### config.mk
export PLATFORM = sky130hd
export DESIGN_NAME = msx_cart_sequencer_flat
export DESIGN_NICKNAME = d
export VERILOG_FILES = /design/src/rtl/msx_cart_sequencer_if.sv /design/src/rtl/msx_cart_sequencer.sv /design/src/flat_wrapper.sv
export SDC_FILE = /design/constraint.sdc
export NUM_CORES = 1
export LEC_CHECK = 0
export CORE_MARGIN = 4
export CORE_UTILIZATION = 57
export DETAILED_ROUTE_END_ITERATION = 10
export PLACE_DENSITY_LB_ADDON = 0.2
export RECOVER_POWER = 25
export SETUP_SLACK_MARGIN = 0.02
export SKIP_LAST_GASP = 1
export SLEW_MARGIN = 20
export SYNTH_ARGS = -nofsm -noshare
export SYNTH_HDL_FRONTEND = slang
export SYNTH_SLANG_ARGS = --single-unit
### constraint.sdc
create_clock -name clk -period 3.8 [get_ports clk]
set_input_delay 0.38 -clock clk [delete_from_list [all_inputs] [get_ports clk]]
set_output_delay 0.38 -clock clk [all_outputs]
set_load 0.02 [all_outputs]
### src/rtl/msx_cart_sequencer_if.sv
// Save and zero-fill handshake bundle between the cartridge sequencer
// (master) and the HPS save logic / SRAM write mux (slave).
interface msx_cart_sequencer_if;
    logic        save_req;
    logic        save_slot;
    logic        save_ack;
    logic        clr_req;
    logic        clr_slot;
    logic [14:0] clr_addr;
    logic        clr_ack;

    modport master (
        output save_req, save_slot, clr_req, clr_slot, clr_addr,
        input  save_ack, clr_ack
    );

    modport slave (
        input  save_req, save_slot, clr_req, clr_slot, clr_addr,
        output save_ack, clr_ack
    );
endinterface

### src/rtl/msx_cart_sequencer.sv
// Cartridge/config change sequencer: holds the MSX in reset, waits for the
// configuration to settle, saves dirty cartridge SRAM, zero-fills the new
// SRAM regions and releases reset after a minimum hold.
//
// state  | meaning
// IDLE   | MSX running, watching for config/cart events
// SETTLE | MSX in reset, waiting for SETTLE_CYCLES quiet cycles
// SAVE   | asking the HPS to save dirty SRAM, slot 0 then slot 1
// CLEAR  | zero-filling SRAM of changed slots, slot 0 then slot 1
// HOLD   | minimum reset hold before releasing the MSX
module msx_cart_sequencer #(
    parameter int unsigned SETTLE_CYCLES = 1024,
    parameter int unsigned HOLD_CYCLES   = 16,
    parameter int unsigned SAVE_TIMEOUT  = 1048576
) (
    input  logic                        clk,
    input  logic                        reset_n,
    input  logic                        reset_request,
    input  logic [1:0]                  cart_changed,
    input  logic [2:0]                  sram_size_a,
    input  logic [2:0]                  sram_size_b,
    input  logic [1:0]                  sram_dirty,
    msx_cart_sequencer_if.master        bus,
    output logic                        msx_reset,
    output logic                        busy
);

    localparam int unsigned MAX_A   = (SETTLE_CYCLES > HOLD_CYCLES) ? SETTLE_CYCLES : HOLD_CYCLES;
    localparam int unsigned MAX_CNT = (MAX_A > SAVE_TIMEOUT) ? MAX_A : SAVE_TIMEOUT;
    localparam int          CW      = $clog2(MAX_CNT) + 1;

    typedef enum logic [2:0] {S_IDLE, S_SETTLE, S_SAVE, S_CLEAR, S_HOLD} state_t;

    state_t        state_q, state_d;
    logic [CW-1:0] cnt_q, cnt_d;
    logic [1:0]    pending_q, pending_d;
    logic [1:0]    dirty_l_q, dirty_l_d;
    logic          restart_q, restart_d;
    logic          slot_q, slot_d;
    logic          save_req_q, save_req_d;
    logic          save_slot_q, save_slot_d;
    logic          clr_req_q, clr_req_d;
    logic          clr_slot_q, clr_slot_d;
    logic [14:0]   clr_addr_q, clr_addr_d;
    logic          msx_reset_q, msx_reset_d;

    logic          event_w;
    logic          restart_w;
    logic [2:0]    size_w;
    logic          size_ok_w;
    logic [14:0]   last_addr_w;

    assign event_w     = reset_request | cart_changed[0] | cart_changed[1];
    assign restart_w   = restart_q | event_w;
    assign size_w      = slot_q ? sram_size_b : sram_size_a;
    assign size_ok_w   = (size_w != 3'd0) && (size_w != 3'd7);
    // Region is 512 << size bytes; the largest (size 6) ends at 32767.
    assign last_addr_w = 15'((16'd512 << size_w) - 16'd1);

    // State and handshake registers; reset lands in HOLD for a power-up pulse.
    always_ff @(posedge clk or negedge reset_n) begin
        if (!reset_n) begin
            state_q     <= S_HOLD;
            cnt_q       <= '0;
            pending_q   <= 2'b00;
            dirty_l_q   <= 2'b00;
            restart_q   <= 1'b0;
            slot_q      <= 1'b0;
            save_req_q  <= 1'b0;
            save_slot_q <= 1'b0;
            clr_req_q   <= 1'b0;
            clr_slot_q  <= 1'b0;
            clr_addr_q  <= 15'd0;
            msx_reset_q <= 1'b1;
        end else begin
            state_q     <= state_d;
            cnt_q       <= cnt_d;
            pending_q   <= pending_d;
            dirty_l_q   <= dirty_l_d;
            restart_q   <= restart_d;
            slot_q      <= slot_d;
            save_req_q  <= save_req_d;
            save_slot_q <= save_slot_d;
            clr_req_q   <= clr_req_d;
            clr_slot_q  <= clr_slot_d;
            clr_addr_q  <= clr_addr_d;
            msx_reset_q <= msx_reset_d;
        end
    end

    // Next-state logic: event tracking, settle/hold timers, save and clear handshakes.
    always_comb begin
        state_d     = state_q;
        cnt_d       = cnt_q;
        pending_d   = pending_q | cart_changed;
        dirty_l_d   = dirty_l_q | (sram_dirty & cart_changed);
        restart_d   = restart_q;
        slot_d      = slot_q;
        save_req_d  = save_req_q;
        save_slot_d = save_slot_q;
        clr_req_d   = clr_req_q;
        clr_slot_d  = clr_slot_q;
        clr_addr_d  = clr_addr_q;

        case (state_q)
            S_IDLE: begin
                if (event_w) begin
                    state_d = S_SETTLE;
                    cnt_d   = '0;
                end
            end
            S_SETTLE: begin
                restart_d = 1'b0;
                if (event_w) begin
                    cnt_d = '0;
                end else if (cnt_q == CW'(SETTLE_CYCLES - 1)) begin
                    state_d = S_SAVE;
                    slot_d  = 1'b0;
                    cnt_d   = '0;
                end else begin
                    cnt_d = cnt_q + 1'b1;
                end
            end
            S_SAVE: begin
                if (event_w) restart_d = 1'b1;
                if (save_req_q) begin
                    if (bus.save_ack || (cnt_q == CW'(SAVE_TIMEOUT - 1))) begin
                        save_req_d        = 1'b0;
                        // Only a change arriving this very cycle may re-mark the slot dirty.
                        dirty_l_d[slot_q] = sram_dirty[slot_q] & cart_changed[slot_q];
                        cnt_d             = '0;
                    end else begin
                        cnt_d = cnt_q + 1'b1;
                    end
                end else if (restart_w) begin
                    state_d = S_SETTLE;
                    cnt_d   = '0;
                end else if (pending_q[slot_q] && dirty_l_q[slot_q]) begin
                    save_req_d  = 1'b1;
                    save_slot_d = slot_q;
                    cnt_d       = '0;
                end else if (!slot_q) begin
                    slot_d = 1'b1;
                end else begin
                    state_d = S_CLEAR;
                    slot_d  = 1'b0;
                end
            end
            S_CLEAR: begin
                if (event_w) restart_d = 1'b1;
                if (clr_req_q) begin
                    if (bus.clr_ack) begin
                        if (clr_addr_q == last_addr_w) begin
                            clr_req_d  = 1'b0;
                            clr_addr_d = 15'd0;
                            if (!slot_q) begin
                                slot_d = 1'b1;
                            end else begin
                                state_d = restart_w ? S_SETTLE : S_HOLD;
                                cnt_d   = '0;
                            end
                        end else if (restart_w) begin
                            clr_req_d  = 1'b0;
                            clr_addr_d = 15'd0;
                        end else begin
                            clr_addr_d = clr_addr_q + 15'd1;
                        end
                    end
                end else if (restart_w) begin
                    state_d = S_SETTLE;
                    cnt_d   = '0;
                end else if (pending_q[slot_q] && size_ok_w) begin
                    clr_req_d  = 1'b1;
                    clr_slot_d = slot_q;
                    clr_addr_d = 15'd0;
                end else if (!slot_q) begin
                    slot_d = 1'b1;
                end else begin
                    state_d = S_HOLD;
                    cnt_d   = '0;
                end
            end
            S_HOLD: begin
                if (event_w) begin
                    state_d = S_SETTLE;
                    cnt_d   = '0;
                end else if (cnt_q == CW'(HOLD_CYCLES - 1)) begin
                    state_d   = S_IDLE;
                    pending_d = 2'b00;
                    cnt_d     = '0;
                end else begin
                    cnt_d = cnt_q + 1'b1;
                end
            end
            default: begin
                state_d = S_HOLD;
                cnt_d   = '0;
            end
        endcase
    end

    // msx_reset is registered from the next state so it tracks busy exactly.
    assign msx_reset_d   = (state_d != S_IDLE);
    assign msx_reset     = msx_reset_q;
    assign busy          = (state_q != S_IDLE);
    assign bus.save_req  = save_req_q;
    assign bus.save_slot = save_slot_q;
    assign bus.clr_req   = clr_req_q;
    assign bus.clr_slot  = clr_slot_q;
    assign bus.clr_addr  = clr_addr_q;

endmodule

### src/flat_wrapper.sv
// flat-port wrapper written by rule: the top's interface ports become plain ports
module msx_cart_sequencer_flat 
#(
    parameter int unsigned SETTLE_CYCLES = 1024,
    parameter int unsigned HOLD_CYCLES   = 16,
    parameter int unsigned SAVE_TIMEOUT  = 1048576
)
  (clk, reset_n, reset_request, cart_changed, sram_size_a, sram_size_b, sram_dirty, msx_reset, busy, bus_save_req, bus_save_slot, bus_clr_req, bus_clr_slot, bus_clr_addr, bus_save_ack, bus_clr_ack);
  msx_cart_sequencer_if bus_i ();
  input  logic clk;
  input  logic reset_n;
  input  logic reset_request;
  input  logic [1:0] cart_changed;
  input  logic [2:0] sram_size_a;
  input  logic [2:0] sram_size_b;
  input  logic [1:0] sram_dirty;
  output logic msx_reset;
  output logic busy;
  output wire logic [$bits(bus_i.save_req)-1:0] bus_save_req;
  output wire logic [$bits(bus_i.save_slot)-1:0] bus_save_slot;
  output wire logic [$bits(bus_i.clr_req)-1:0] bus_clr_req;
  output wire logic [$bits(bus_i.clr_slot)-1:0] bus_clr_slot;
  output wire logic [$bits(bus_i.clr_addr)-1:0] bus_clr_addr;
  input wire logic [$bits(bus_i.save_ack)-1:0] bus_save_ack;
  input wire logic [$bits(bus_i.clr_ack)-1:0] bus_clr_ack;
  assign bus_save_req = bus_i.save_req;
  assign bus_save_slot = bus_i.save_slot;
  assign bus_clr_req = bus_i.clr_req;
  assign bus_clr_slot = bus_i.clr_slot;
  assign bus_clr_addr = bus_i.clr_addr;
  assign bus_i.save_ack = bus_save_ack;
  assign bus_i.clr_ack = bus_clr_ack;
  msx_cart_sequencer #(.SETTLE_CYCLES(SETTLE_CYCLES), .HOLD_CYCLES(HOLD_CYCLES), .SAVE_TIMEOUT(SAVE_TIMEOUT)) u_core (.clk(clk), .reset_n(reset_n), .reset_request(reset_request), .cart_changed(cart_changed), .sram_size_a(sram_size_a), .sram_size_b(sram_size_b), .sram_dirty(sram_dirty), .bus(bus_i), .msx_reset(msx_reset), .busy(busy));
endmodule
==> qor.yml <==
run_status:
  outcome: "finished with violations"
  failed_checks: "capacitance limit, slew limit"
min_path:
  hold_class: "register to register"
worst_setup_path:
  cp.arrival_ps: 3590
  critPathBufInv: 2
  path_class: "input port to register"
  path_max_fanout: 21
  crit_path_end_kind: "register"
  startpoint_type: "input port"
  path_cells: "clkdlybuf4s50_1 > mux2_2 > nor2_1 > nand2_1 > ha_1 > xor2_1 > nand3_1 > or4b_4 > a221oi_4 > a31oi_1 > a31oi_2 > buf_12 > o21ai_1"
  max_stage_delay_ps: 540
  crit_slowest_cell: "or4b_4"
  cp_top_family: "simple AND/OR/NAND/NOR gates"
  cp.required_ps: 3980
sta:
  worst_pin_slew_ps: 1820
  setup_violations: 0
  timing.final.crit_share: 0.896
  fmax_mhz: 294
  slew_headroom: -0.214
  skew_ps: 18.5
  rsz0062_at_grt: "no"
  drv_slew: 35
  worst_slack_ps: 394
  holdWs_ps: 504
  hold_violations: 0
  final.setup.tns_ps: 0
  min_period_ps: 3410
final_layout:
  multi_input_area_um2: 1760
  antenna_cells: 0
  fillers: 424
  ff_latch_area_um2: 1250
  finalNetCount: 447
  drive_gt1_frac: 0.0605
  synthToLayoutAreaGrowth_pct: 17.7
cts:
  cts_max_path_buffers: 2
  worstSkewPairLatency_ps: 320
  clk_pin_slew_ps: 110
  cts_setup_buffers: 0
  postCtsHoldBufs: 0
  cts_tree: "yes"
  cts_root_buf: "clkbuf_8"
  post_cts_resized: 0
  cts_num_sinks: 50
  htree_levels: 2
  cts_buffers: 5
power:
  peakVddDrop_mv: 0.192
  p_leak_uw: 0.00146
  powerDensity_nw_per_um2: 295
floorplanning:
  start_util: 0.606
  row_count: 26
  io_pins: 36
  die_y_um: 82.9
  dieArea_um2: 6870
  fp.dieW_um: 82.9
  coreArea_um2: 5270
logic_synthesis:
  async_reset_ff_frac: 1.00
  synth-edff-count: 0
  synth_fp_nets: 412
  syn_inst: 394
  netlist_area_um2: 3200
  yosysSeqAreaShare: 0.392
  synth_flop_cell: "dfrtp_1"
  ys_types: 57
  synth.avg_cell_area_um2: 8.11
  yosysWarnings: 0
  synth-seq-cells: 50
placement:
  dp_slack_ps: 104
  dp_hpwl_mm: 5.76
  portBuffers: 35
  gp_congestion: 0.860
grt:
  overflow: 0
  grt_pass1_vias: 2873
  gr-usage-all-layers: 0.234
  grt_max_degree: 35
  grt_pass1_wl_mm: 13.6
  antenna_found_initial: 0
detailed_routing:
  wl_per_cell_um: 16.0
  initialDrtViolationCount: 293
  wl_mm: 8.01
  viasPerCell: 6.23
  dr.pass1.iters: 5
  drc: 0
  ant_nets: 0
  vias: 3116
job:
  drv_cap: 1
==> synth_stat cells (6+ instances only) <==
cell type	count	area (um^2)
and3_1	10	62.6
nand3_1	25	125
nor4_1	10	62.6
clkbuf_1	9	33.8
o2bb2ai_1	6	52.6
o21ai_0	24	120
a21oi_1	13	65.1
inv_1	30	113
a31oi_1	11	68.8
nor3_1	17	85.1
o21ai_1	27	135
nor2_1	40	150
nand4_1	10	62.6
dfrtp_1	48	1200
nand2_1	34	128
==> layout make-up <==
cell class / instances / share of cell area
Inverter: 30 / 0.0299
Clock buffer: 6 / 0.0219
Timing Repair Buffer: 41 / 0.107
Clock inverter: 2 / 0.0160
Tap cell: 70 / 0.0233
Multi-Input combinational cell: 301 / 0.469
Sequential cell: 50 / 0.333
==> cell families after synthesis <==
kind of cell / Yosys count / share of synthesized area
buffers and inverters: 43 / 0.0556
AO/OA/AOI/OAI: 109 / 0.216
adder cells (fa/ha/maj): 3 / 0.0117
flip-flops: 50 / 0.392
multiplexers: 7 / 0.0227
AND/OR/NAND/NOR: 175 / 0.283
XOR/XNOR: 7 / 0.0192
==> metal layers <==
metal / track usage / wire length, um
met5: 0 / 0
met2: 0.365 / 3720
met3: 0.0465 / 510
met1: 0.323 / 3600
met4: 0.0877 / 178
==> stage by stage <==
| step | utilization | total power, uW | instances | area, um^2 |
|---|---|---|---|---|
| CTS | 0.714 | 1120 | 500 | 3760 |
| finish | 0.714 | 1110 | 500 | 3760 |
| global route | 0.714 | 1160 | 500 | 3760 |
| global placement | 0.687 | 649 | 492 | 3620 |
| detailed placement | 0.687 | 652 | 492 | 3620 |
| floorplan | - | 604 | 394 | 3200 |
==> flip-flops by register name, summed over array words and instances (netlist names) <==
name                  flops
u_core.bus.save_slot      1
u_core.restart_q          1
u_core.cnt_q             21
u_core.bus.clr_req        1
u_core.slot_q             1
u_core.bus.save_req       1
u_core.dirty_l_q          2
u_core.bus.clr_slot       1
u_core.state_q            3
u_core.msx_reset          1
u_core.bus.clr_addr      15
u_core.pending_q          2
==> worst paths after layout <==
kind / startpoint / endpoint / slack, ps / cells after the start
worst min register to register: u_core.bus.clr_slot / u_core.bus.clr_slot / 500 / 2
worst min-delay path: u_core.bus.clr_slot / u_core.bus.clr_slot / 500 / 2
worst max-delay path: sram_size_b[2] / u_core.cnt_q[8] / 390 / 13
worst max register to register: u_core.slot_q / u_core.cnt_q[8] / 410 / 12
max in group asynchronous: reset_n / u_core.state_q[2] / 2130 / 2
min in group asynchronous: reset_n / u_core.cnt_q[9] / 540 / 1
==> layout by cell type (no fill, tap or decap), types with 3 or more instances in the layout <==
cell type / count
a21oi_1: 13
a31oi_1: 11
and2_1: 5
and3_1: 10
buf_4: 5
clkbuf_8: 6
clkdlybuf4s50_1: 34
dfrtp_1: 48
ha_1: 3
inv_1: 30
mux2i_1: 5
nand2_1: 34
nand2b_1: 4
nand3_1: 25
nand4_1: 10
nor2_1: 40
nor3_1: 17
nor4_1: 10
o211ai_1: 3
o21ai_0: 24
o21ai_1: 27
o22ai_1: 4
o2bb2ai_1: 6
or3_1: 4
xnor2_1: 5
==> power by group <==
part	internal (uW)	total, uW	switching, uW
Clock	281	467	186
Combinational	36.8	87.4	50.5
Sequential	542	554	12.9
Total	859	1110	250
==> worst min-delay path, delay by kind of cell, from the launching register on <==
family	cells	cell delay (ps)
flip-flops	1	370
AO/OA/AOI/OAI	1	60
AND/OR/NAND/NOR	1	50
Note: power is estimated with default switching activity, not from simulation.
